[config.mk]
export PLATFORM = sky130hd
export DESIGN_NAME = instr_fetch_queue_flat
export DESIGN_NICKNAME = d
export VERILOG_FILES = /design/src/rtl/instr_fetch_queue_if.sv /design/src/rtl/instr_fetch_queue.sv /design/src/flat_wrapper.sv
export SDC_FILE = /design/constraint.sdc
export NUM_CORES = 1
export LEC_CHECK = 0
export BUFFER_PORTS_ARGS = -buffer_cell sky130_fd_sc_hd__buf_2
export CELL_PAD_IN_SITES_DETAIL_PLACEMENT = 0
export CELL_PAD_IN_SITES_GLOBAL_PLACEMENT = 1
export CORE_ASPECT_RATIO = 1.75
export CORE_MARGIN = 2
export CORE_UTILIZATION = 40
export CTS_BUF_LIST = sky130_fd_sc_hd__clkbuf_8 sky130_fd_sc_hd__clkbuf_16
export DETAILED_ROUTE_END_ITERATION = 10
export PLACE_DENSITY = 0.65
export SLEW_MARGIN = 20
export SYNTH_ARGS = -nofsm -noshare
export SYNTH_HDL_FRONTEND = slang
export SYNTH_SLANG_ARGS = --single-unit
[constraint.sdc]
create_clock -name clk -period 8.8 [get_ports clk]
set_clock_uncertainty 0.05 [all_clocks]
set_input_delay 1.76 -clock clk [delete_from_list [all_inputs] [get_ports clk]]
set_output_delay 1.76 -clock clk [all_outputs]
set_load 0.01 [all_outputs]
[src/rtl/instr_fetch_queue_if.sv]
// Fetch-stage bus bundle.
//   master (fetch stage): drives imem_req/imem_addr toward instruction memory
//                         and fetch_instr_pc/fetch_valid toward decode.
//   slave  (environment): drives imem_rdata from memory and
//                         decode_stall/jaccept/jaddr from decode.
interface instr_fetch_queue_if;
    logic        imem_req;
    logic [31:0] imem_addr;
    logic [31:0] imem_rdata;
    logic        decode_stall;
    logic        jaccept;
    logic [31:0] jaddr;
    logic [63:0] fetch_instr_pc;
    logic        fetch_valid;

    modport master (
        output imem_req, imem_addr, fetch_instr_pc, fetch_valid,
        input  imem_rdata, decode_stall, jaccept, jaddr
    );

    modport slave (
        input  imem_req, imem_addr, fetch_instr_pc, fetch_valid,
        output imem_rdata, decode_stall, jaccept, jaddr
    );
endinterface

[src/rtl/instr_fetch_queue.sv]
// Instruction fetch queue: owns the PC, issues sequential word reads to a
// one-cycle synchronous instruction memory and buffers {instr, pc} pairs in a
// DEPTH-entry FIFO for decode. Honours decode stall; flushes on jaccept.
// Ports:
//   clk  - clock, rising edge
//   rst  - asynchronous active-high reset
//   bus  - instr_fetch_queue_if.master (imem request/response, decode side)
module instr_fetch_queue #(
    parameter int unsigned DEPTH     = 4,
    parameter logic [31:0] RESET_PC  = 32'h0000_0000,
    parameter logic [31:0] NOP_INSTR = 32'h0000_0013
) (
    input  logic                  clk,
    input  logic                  rst,
    instr_fetch_queue_if.master   bus
);
    localparam int unsigned AW = $clog2(DEPTH);

    logic [31:0]  r_pc;
    logic [31:0]  r_pc_q;
    logic         r_req_q;
    logic [63:0]  r_mem [DEPTH];
    logic [AW-1:0] r_rd_ptr;
    logic [AW-1:0] r_wr_ptr;
    logic [AW:0]  r_count;

    logic [AW:0]  w_occ;
    logic         w_req;
    logic         w_push;
    logic         w_pop;
    logic         w_valid;

    // An in-flight read reserves a FIFO slot, so the queue can never overflow.
    assign w_occ   = r_count + {{AW{1'b0}}, r_req_q};
    assign w_valid = (r_count != '0);
    assign w_req   = !rst && !bus.jaccept && (w_occ < (AW+1)'(DEPTH));
    assign w_push  = r_req_q && !bus.jaccept;
    assign w_pop   = w_valid && !bus.decode_stall && !bus.jaccept;

    assign bus.imem_req       = w_req;
    assign bus.imem_addr      = r_pc;
    assign bus.fetch_valid    = w_valid;
    assign bus.fetch_instr_pc = w_valid ? r_mem[r_rd_ptr] : {NOP_INSTR, 32'h0000_0000};

    always_ff @(posedge clk or posedge rst) begin
        if (rst) begin
            r_pc     <= RESET_PC;
            r_pc_q   <= '0;
            r_req_q  <= 1'b0;
            r_rd_ptr <= '0;
            r_wr_ptr <= '0;
            r_count  <= '0;
        end else if (bus.jaccept) begin
            // Redirect wins over push/pop/stall; the in-flight response is dropped.
            r_pc     <= {bus.jaddr[31:2], 2'b00};
            r_req_q  <= 1'b0;
            r_rd_ptr <= '0;
            r_wr_ptr <= '0;
            r_count  <= '0;
        end else begin
            r_req_q <= w_req;
            if (w_req) begin
                r_pc   <= r_pc + 32'd4;
                r_pc_q <= r_pc;
            end
            if (w_push) r_wr_ptr <= r_wr_ptr + 1'b1;
            if (w_pop)  r_rd_ptr <= r_rd_ptr + 1'b1;
            case ({w_push, w_pop})
                2'b10:   r_count <= r_count + 1'b1;
                2'b01:   r_count <= r_count - 1'b1;
                default: r_count <= r_count;
            endcase
        end
    end

    // Storage is not reset; entries are only visible once counted.
    always_ff @(posedge clk) begin
        if (w_push) r_mem[r_wr_ptr] <= {bus.imem_rdata, r_pc_q};
    end
endmodule

[src/flat_wrapper.sv]
// flat-port wrapper written by rule: the top's interface ports become plain ports
module instr_fetch_queue_flat 
#(
    parameter int unsigned DEPTH     = 4,
    parameter logic [31:0] RESET_PC  = 32'h0000_0000,
    parameter logic [31:0] NOP_INSTR = 32'h0000_0013
)
  (clk, rst, bus_imem_req, bus_imem_addr, bus_fetch_instr_pc, bus_fetch_valid, bus_imem_rdata, bus_decode_stall, bus_jaccept, bus_jaddr);
  instr_fetch_queue_if bus_i ();
  input  logic clk;
  input  logic rst;
  output wire logic [$bits(bus_i.imem_req)-1:0] bus_imem_req;
  output wire logic [$bits(bus_i.imem_addr)-1:0] bus_imem_addr;
  output wire logic [$bits(bus_i.fetch_instr_pc)-1:0] bus_fetch_instr_pc;
  output wire logic [$bits(bus_i.fetch_valid)-1:0] bus_fetch_valid;
  input wire logic [$bits(bus_i.imem_rdata)-1:0] bus_imem_rdata;
  input wire logic [$bits(bus_i.decode_stall)-1:0] bus_decode_stall;
  input wire logic [$bits(bus_i.jaccept)-1:0] bus_jaccept;
  input wire logic [$bits(bus_i.jaddr)-1:0] bus_jaddr;
  assign bus_imem_req = bus_i.imem_req;
  assign bus_imem_addr = bus_i.imem_addr;
  assign bus_fetch_instr_pc = bus_i.fetch_instr_pc;
  assign bus_fetch_valid = bus_i.fetch_valid;
  assign bus_i.imem_rdata = bus_imem_rdata;
  assign bus_i.decode_stall = bus_decode_stall;
  assign bus_i.jaccept = bus_jaccept;
  assign bus_i.jaddr = bus_jaddr;
  instr_fetch_queue #(.DEPTH(DEPTH), .RESET_PC(RESET_PC), .NOP_INSTR(NOP_INSTR)) u_core (.clk(clk), .rst(rst), .bus(bus_i));
endmodule
==> flow_summary.json <==
{
  "status": "finished, final reports clean",
  "htreeDepth": 1,
  "synthCells": 717,
  "rrSetupSlack_ps": 6040,
  "p_sw_mw": 1.26,
  "power.density_nw_per_um2": 293,
  "worst_r2r_endpoint": "u_core.bus.imem_addr[29]",
  "path_buf_inv": 2,
  "synth_seq_cells": 316,
  "worstSetupEndpoint": "bus_fetch_instr_pc[19]",
  "cp-start-kind": "flop",
  "drtIter0Drc": 328,
  "start_util_pct": 40.4,
  "async_flop_share_pct": 21.5,
  "via_per_inst": 5.13,
  "seq_area_frac_synth_pct": 72.1,
  "post_cts_buffers": 0,
  "cts_tree": "yes",
  "hold_class": "flop to flop",
  "endpoint_kind": "primary output",
  "period_minus_slack_ps": 4920,
  "postLayoutCellArea_sq_um": 14900,
  "die_w_microns": 139,
  "layout_commonest_cell": "edfxtp_1",
  "finalSetupViolations": 0,
  "hpwl_microns": 15200,
  "criticalPathCategory": "flop to primary output",
  "peakVddDrop_mv": 0.185,
  "final_cell_count_no_fill": 1295,
  "hold_depth": 0,
  "ff2ff_path_depth": 5,
  "dr_total_vias": 6645,
  "place_area_sq_um": 13900,
  "cap_violations": 0,
  "nets": 949,
  "relSlewSlack_pct": 30.8,
  "layout_common_cells": "edfxtp_1, buf_2, dfrtp_1, mux4_2, nor2b_1",
  "clock_sinks": 316,
  "place_ws_ps": 3880,
  "nFillCells": 2764,
  "worst_slew_pin_slew_ps": 1040,
  "total_power_mw": 4.37,
  "r2r-start": "u_core.r_req_q",
  "layout-drive-gt1-share_pct": 35.2,
  "synth_cell_types": 39,
  "synthFlopType": "edfxtp_1",
  "dieArea_sq_um": 33200,
  "swShare_pct": 28.9,
  "syn_area_per_cell_sq_um": 17.7,
  "grt_pass1_wl_microns": 41100,
  "port_buffers": 159,
  "core_sq_um": 31400,
  "p_seq_share_pct": 45.4,
  "area_growth_syn_to_layout_pct": 17.6,
  "synth_edf_count": 248,
  "hold_viol": 0,
  "min-delay-start": "u_core.r_pc_q[23]",
  "syn_area_sq_um": 12700,
  "startpoint": "u_core.r_rd_ptr[0]",
  "antenna_found_initial": 0,
  "max_freq_mhz": 203,
  "crit_chain": "buf_4, mux4_2, nor2b_1, buf_2",
  "grt-ovfl-total": 0,
  "wl_microns": 26100,
  "die_y_microns": 240,
  "crit_family": "buffers and inverters",
  "cts_resized": 0,
  "setup_tns_ps": 0,
  "gp_congestion": 0.729,
  "cts_made_buffers": 30,
  "cp_max_fo": 40,
  "drtPass1Iterations": 5,
  "drc": 0,
  "grt_pass1_vias": 7009,
  "ys_warn_count": 0,
  "clk_latency_ps": 560,
  "critPathSlowestCell": "buf_4",
  "core.rowCount": 86,
  "power.leakage_nw": 5.35,
  "clk_path_buf_depth": 3,
  "ant_nets": 0,
  "routedWlPerCell_microns": 20.2,
  "cts_root_buffer": "clkbuf_16",
  "n_antenna_cell": 0,
  "grtUsageTotal_pct": 15.9,
  "dp_cells": 1239,
  "crit_required_ps": 6990,
  "combPwrFrac_pct": 23.9,
  "clockPowerShare_pct": 30.7,
  "grt_max_degree": 69,
  "period_share_pct": 55.9,
  "slew_viol_final": 0,
  "rsz0062_at_grt": "no",
  "p_int_mw": 3.11,
  "ctsHoldBuffers": 0,
  "clkTransAtPathRegs_ps": 70,
  "fin_ws_ps": 3880,
  "cp_slowest_stage_delay_ps": 780,
  "cp.depth": 4,
  "ioPinCount": 166,
  "arrival_ps": 3110
}
cell usage after synthesis, types with 3 or more instances:
library cell | n | area, sq um
edfxtp_1 | 248 | 7450
inv_1 | 11 | 41.3
nand3_1 | 15 | 75.1
or4_1 | 4 | 30.0
nand2_1 | 38 | 143
xor2_1 | 10 | 87.6
or2_2 | 3 | 18.8
and4_1 | 7 | 61.3
mux2_2 | 29 | 327
nor3_1 | 6 | 30.0
nor4_1 | 7 | 43.8
xnor2_1 | 21 | 184
ha_1 | 5 | 62.6
nor2b_1 | 61 | 382
and3_1 | 3 | 18.8
o21ai_1 | 3 | 15.0
buf_4 | 6 | 45.0
and2_1 | 7 | 43.8
mux2i_1 | 4 | 40.0
dfrtp_1 | 68 | 1700
nand4_1 | 8 | 50.1
o21ai_0 | 24 | 120
buf_1 | 11 | 41.3
mux4_2 | 62 | 1400
clkbuf_1 | 24 | 90.1
nor2_1 | 14 | 52.6
how the worst min path moves through the flow:
stage	slack (ps)	to
after floorplan	420	u_core.r_mem[0][10]
after global placement	440	u_core.r_mem[2][15]
after detailed placement	450	u_core.r_mem[1][20]
after CTS	470	u_core.r_mem[1][20]
after global routing	500	u_core.r_mem[1][3]
final	460	u_core.r_mem[1][23]
flip-flops by register name, indices dropped and copies added (netlist names):
| register | flops |
|---|---|
| u_core.bus.imem_addr | 30 |
| u_core.r_count | 3 |
| u_core.r_mem | 248 |
| u_core.r_pc_q | 30 |
| u_core.r_rd_ptr | 2 |
| u_core.r_req_q | 1 |
| u_core.r_wr_ptr | 2 |
per-stage QoR:
stage | hold slack [ps] | utilization [%]
final | 465 | 47.5
after detailed placement | 451 | 44.2
after global placement | 437 | 44.2
after floorplan | 421 | -
after global routing | 501 | 47.5
after CTS | 467 | 47.5
power by group through the flow:
stage	Combinational (mW)	Sequential [mW]	Clock, mW
3_5_place_dp	1.08	2.02	0
3_3_place_gp	1.07	2.00	0
5_1_grt	1.16	2.01	1.43
4_1_cts	1.08	1.99	1.38
2_1_floorplan	0.730	1.94	0
6_report	1.04	1.98	1.34
kinds of logic after synthesis:
kind of cell               count (synthesis)  synth area share (%)
muxes                                     96                  14.0
xor gates and xnor gates                  31                  2.14
adders and majority gates                  6                 0.651
other                                      1                0.0296
and+or+nand+nor                          177                  7.70
AOI/OAI and AO/OA                         37                  1.63
buffers and inverters                     53                  1.76
DFF                                      316                  72.1
worst register-to-register path, stage by stage (launching register included):
cell and delay (ps):
dfrtp_1 490, and3_1 310, mux2i_2 290, or4_1 790, or4_1 560, a31oi_1 190
per-layer routing:
| layer | track usage [%] | wire length (microns) | up-vias |
|---|---|---|---|
| li1 | - | - | 3069 |
| met1 | 19.5 | 10600 | 3384 |
| met2 | 29.5 | 14000 | 160 |
| met4 | 4.29 | 470 | 0 |
| met5 | 0 | 0 | - |
| met3 | 2.24 | 1030 | 32 |
final cells by class:
type                       instances  area (sq um)  area share [%]
clock buffer                      32           790            5.29
clock inverter                    24           249            1.67
inverter                          11          41.3           0.277
multi-input combinational        351          3350            22.5
sequential                       316          9150            61.4
tap                              396           495            3.32
timing repair buffer             165           841            5.64
Note: power is estimated with default switching activity, not from simulation.
